## config.mk

```make
export PLATFORM = sky130hd
export DESIGN_NAME = regfile_mp
export DESIGN_NICKNAME = d
export VERILOG_FILES = /design/src/rtl/regfile_pkg.sv /design/src/rtl/regfile_rdport.sv /design/src/rtl/regfile_mp.sv
export SDC_FILE = /design/constraint.sdc
export NUM_CORES = 2
export LEC_CHECK = 0
export CAP_MARGIN = 0
export CORE_MARGIN = 2
export CORE_UTILIZATION = 40
export DETAILED_ROUTE_END_ITERATION = 6
export PLACE_DENSITY = 0.61
export RECOVER_POWER = 100
export SLEW_MARGIN = 20
export SYNTH_ARGS = -nofsm -noshare
export SYNTH_HDL_FRONTEND = slang
export SYNTH_HIERARCHICAL = 1
export SYNTH_SLANG_ARGS = --single-unit
```

## constraint.sdc

```tcl
create_clock -name clk -period 9.7 [get_ports clk]
set_input_delay 2.91 -clock clk [delete_from_list [all_inputs] [get_ports clk]]
set_output_delay 2.91 -clock clk [all_outputs]
set_load 0.1 [all_outputs]
```

## src/rtl/regfile_pkg.sv

```systemverilog
// Shared types and default geometry for the multi-port register file.
// Optional feature macro: REGFILE_BYPASS_EN (write-to-read forwarding).
package regfile_pkg;

  typedef enum logic {
    StInit,
    StRun
  } state_e;

  localparam int unsigned DefWidth = 32;
  localparam int unsigned DefDepth = 32;
  localparam int unsigned DefNread = 2;

endpackage

```

## src/rtl/regfile_rdport.sv

```systemverilog
// One asynchronous read port: zero-register detect, storage select and, when
// REGFILE_BYPASS_EN is defined, same-cycle forwarding of the pending write.
module regfile_rdport
  import regfile_pkg::*;
#(
  parameter int unsigned WIDTH = DefWidth,
  parameter int unsigned DEPTH = DefDepth,
  localparam int unsigned AW = $clog2(DEPTH)
) (
  input  logic             run,
`ifdef REGFILE_BYPASS_EN
  input  logic             byp_en,
  input  logic [AW-1:0]    wa,
  input  logic [WIDTH-1:0] wd,
`endif
  input  logic [AW-1:0]    ra,
  input  logic [WIDTH-1:0] mem [DEPTH-1:1],
  output logic [WIDTH-1:0] rd
);

  always_comb begin
    rd = '0;
    if (run && ra != '0) begin
`ifdef REGFILE_BYPASS_EN
      if (byp_en && ra == wa) rd = wd;
      else                    rd = mem[ra];
`else
      rd = mem[ra];
`endif
    end
  end

endmodule

```

## src/rtl/regfile_mp.sv

```systemverilog
// Parametrised register file: NREAD async read ports, one sync write port,
// entry 0 hardwired to zero, hardware clear after reset. Bypass: REGFILE_BYPASS_EN.
module regfile_mp
  import regfile_pkg::*;
#(
  parameter int unsigned WIDTH = DefWidth,
  parameter int unsigned DEPTH = DefDepth,
  parameter int unsigned NREAD = DefNread,
  localparam int unsigned AW = $clog2(DEPTH)
) (
  input  logic                   clk,
  input  logic                   rst,
  input  logic                   we,
  input  logic [AW-1:0]          wa,
  input  logic [WIDTH-1:0]       wd,
  input  logic [NREAD*AW-1:0]    ra,
  output logic [NREAD*WIDTH-1:0] rd,
  output logic                   ready
);

  state_e           state_q;
  logic [AW-1:0]    clr_ptr_q;
  logic             ready_q;
  logic [WIDTH-1:0] mem_q [DEPTH-1:1];
  logic             run;

  assign run   = (state_q == StRun);
  assign ready = ready_q;

  // Clear sequencer: walks entries 1..DEPTH-1 once per reset.
  always_ff @(posedge clk or posedge rst) begin
    if (rst) begin
      state_q   <= StInit;
      clr_ptr_q <= AW'(1);
      ready_q   <= 1'b0;
    end else begin
      case (state_q)
        StInit: begin
          if (clr_ptr_q == AW'(DEPTH - 1)) begin
            state_q <= StRun;
            ready_q <= 1'b1;
          end else begin
            clr_ptr_q <= clr_ptr_q + AW'(1);
          end
        end
        StRun:   ;
        default: state_q <= StInit;
      endcase
    end
  end

  // Storage has no reset; its contents are defined by the clear sequence.
  always_ff @(posedge clk) begin
    if (!run) begin
      mem_q[clr_ptr_q] <= '0;
    end else if (we && wa != '0) begin
      mem_q[wa] <= wd;
    end
  end

`ifdef REGFILE_BYPASS_EN
  logic byp_en;
  assign byp_en = run && we && (wa != '0);
`endif

  for (genvar i = 0; i < NREAD; i++) begin : g_rd
    regfile_rdport #(
      .WIDTH(WIDTH),
      .DEPTH(DEPTH)
    ) u_rdport (
      .run   (run),
`ifdef REGFILE_BYPASS_EN
      .byp_en(byp_en),
      .wa    (wa),
      .wd    (wd),
`endif
      .ra    (ra[i*AW +: AW]),
      .mem   (mem_q),
      .rd    (rd[i*WIDTH +: WIDTH])
    );
  end

endmodule
```

==> metrics.md <==
| Metric | Value |
|---|---|
| Outcome | `finished with violations` |
| Failing checks | `design-rule violations, max-capacitance violations, max-slew violations, negative setup slack` |
| Leakage | `18.11 nW` |
| # rows | `140` |
| Synth unique cells | `54` |
| Initial DRC Count | `8869` |
| Post-synth top flop | `edfxtp_1` |
| Pwr dens | `154.6 nW/um^2` |
| Gr ovfl total | `0` |
| CTS max path bufs | `3` |
| Critical path class | `in -> reg` |
| Mapped Nets | `4098` |
| CTS H-Tree Depth | `3` |
| Least-Margin Pin Slew | `5.295 ns` |
| Per-cell routed wire length | `44.26 um` |
| IO Pins | `115` |
| R2R Setup Slk | `3.00 ns` |
| RD Place Congestion | `0.9436` |
| Vert. Die Dim | `386.7 um` |
| Worst-skew pair later-pin latency | `0.76 ns` |
| Hold Crit Start | `ready` |
| Reg2Reg Depth | `6` |
| Area share of the largest cell type after synthesis | `50.85%` |
| Post-route ant nets | `0` |
| Avg Cell Area, Syn | `14.49 sq um` |
| Setup Buffers After CTS | `0` |
| Peak supply drop | `0.1440 mV` |
| HPWL Detailed | `153800 um` |
| Final TNS setup | `-0.8015 ns` |
| Largest cells by area after synthesis | `edfxtp_1 (51%), a22o_1 (15%), mux4_2 (15%)` |
| Hold endpoint | `ready` |
| # resized after CTS | `0` |
| Max-slew headroom | `-256.7%` |
| Endpoints failing hold | `0` |
| Crit path launch type | `input pin` |
| Wire length of the first global-routing pass | `361800 um` |
| All-Layer GR Usage | `34.27%` |
| PortBufs | `114` |
| CP max FO | `19` |
| Hold path cells | `1` |
| Starting Density | `40.25%` |
| DIE WIDTH | `386.7 um` |
| Setup-failing EPs final | `19` |
| Asr flop ratio synth | `0.7007%` |
| Fmax achieved | `0.1023 GHz` |
| Tcrit/Tclk final | `100.7%` |
| Share of layout cells above drive strength 1 | `24.11%` |
| Largest net degree at the start of global routing | `93` |
| Fill cells | `12900` |
| WP data arrival | `10.11 ns` |
| Final Cell Area | `64920 sq um` |
| Max-cap viol count | `65` |
| Final Worst Setup Slack | `-0.07141 ns` |
| CTS Sinks | `999` |
| Reg-to-reg critical path startpoint | `run` |
| Crit path capture type | `flip-flop` |
| Vias | `46780` |
| TritonCTS buffer count | `110` |
| Yosys warning total | `6` |
| Synthesized flop and latch total | `999` |
| CTS Hold Buffers Added | `0` |
| Number of flops mapped to enable cells by yosys | `992` |
| TritonRoute pass-1 iters | `6` |
| Die area | `149500 sq um` |
| Sequential fraction of the synthesis area | `51.15%` |
| Skew final | `0.02418 ns` |
| DRC Markers | `1` |
| Final nets | `4001` |
| RR Endpoint | `mem_q[770]` |
| Post-Synthesis Cells | `4043` |
| Worst-path clk slew | `0.06 ns` |
| Final worst path period need | `9.771 ns` |
| Wirelength, routed | `264000 um` |
| HP Class | `reg -> reg` |
| Vias in the first global route | `43980` |
| Vias per cell | `7.842` |
| CTS tree | `built` |
| Synth area leader | `edfxtp_1` |
| Initial antenna violation count | `20` |
| Core Area | `145600 sq um` |
| Total power | `10.04 mW` |
| Synthesized cell area | `58590 sq um` |
| Root buf cell | `clkbuf_16` |
| RSZ-0062 raised after global routing | `no` |
| Area growth syn-to-layout | `10.81%` |
| Slew Viols, Final | `1234` |
| Worst Path Required | `10.04 ns` |
| Placed cell areas | `62610 sq um` |
-- metal layers --
metal  GRT usage [%]  vias to the layer above  share of wire [%]
met1           43.79                    23650                 34
li1                -                    16960                  -
met3           14.68                     1075                 18
met5               0                        -              0.083
met2           47.80                     5072                 41
met4           21.10                       22                7.3
-- report_power, final --
part	internal [mW]	switching [mW]
clock	2.20	1.87
sequential	4.74	0.0337
combinational	0.344	0.851
total	7.28	2.76
-- cell type report --
cell class | instances | area, sq um | area share, %
inverter | 11 | 41.29 | 0.06360
antenna | 13 | 32.53 | 0.05011
clock buffer | 141 | 2933 | 4.518
timing repair buffer | 292 | 2879 | 4.435
tap | 1917 | 2399 | 3.695
clock inverter | 60 | 361.6 | 0.5570
sequential | 999 | 29970 | 46.16
multi-input combinational | 2532 | 26300 | 40.52
-- flip-flops by register name, indices dropped and copies added, names as in the netlist --
register / cells
mem_q: 992
clr_ptr_q: 5
ready: 1
run: 1
-- cell families after synthesis --
kind of cell	share of synthesized area (%)
adders and majority gates	0.1068
AOI/OAI and AO/OA	18.85
and+or+nand+nor	4.634
DFF	51.15
xor gates and xnor gates	0.04486
muxes	20.62
buffers and inverters	4.598
-- synth_stat cells (all sizes together), types with 2 or more instances --
library cell,instances
a22o,992
edfxtp,992
mux4,394
buf,377
mux2,180
nor2,149
clkbuf,124
nor3,115
a221oi,114
nand2,113
mux2i,112
a21oi,72
and2,66
o22ai,38
nor2b,36
o21ai,32
a41oi,24
nand3,17
nand2b,15
a22oi,14
inv,11
o31ai,9
a31oi,7
a311oi,6
dfrtp,6
and3,5
ha,5
nand3b,4
xnor2,3
a211oi,2
or4,2
-- worst max path at each step --
stage,startpoint,to,cells past startpoint
2_1_floorplan,ra[0],rd[20],9
3_3_place_gp,ra[1],rd[24],9
3_5_place_dp,ra[1],rd[24],9
4_1_cts,ra[1],rd[24],9
5_1_grt,ra[5],rd[52],7
6_report,wa[2],mem_q[892],4
-- cell usage in the layout, fill, tap and decap left out, drive strengths merged, types with 37 or more instances in the layout --
cell           instances
clkdlybuf4s50         37
mux2i                112
a221oi               114
a22o                 992
nand2                113
edfxtp               992
mux4                 394
clkinv                51
buf                  181
nor3                 115
clkbuf               211
mux2                 180
and2                  66
nor2                 149
a21oi                 72
o22ai                 38
-- critical path: stages --
cell and delay, ns:
dlygate4sd3_1 1.22, nand3b_1 0.46, o21ai_0 4.03, clkbuf_2 1.42
-- per-stage QoR --
step	worst slack (ns)	util (%)	hold slack (ns)	std cells
3_3_place_gp	0.8425	42.98	0.4400	5748
4_1_cts	0.8523	45.28	0.4716	5951
5_1_grt	0.3566	44.58	0.4964	5956
2_1_floorplan	1.272	-	0.5361	4043
6_report	-0.07141	44.60	0.4543	5965
3_5_place_dp	0.8633	43.01	0.4550	5750
(Power assumes the default switching activity.)
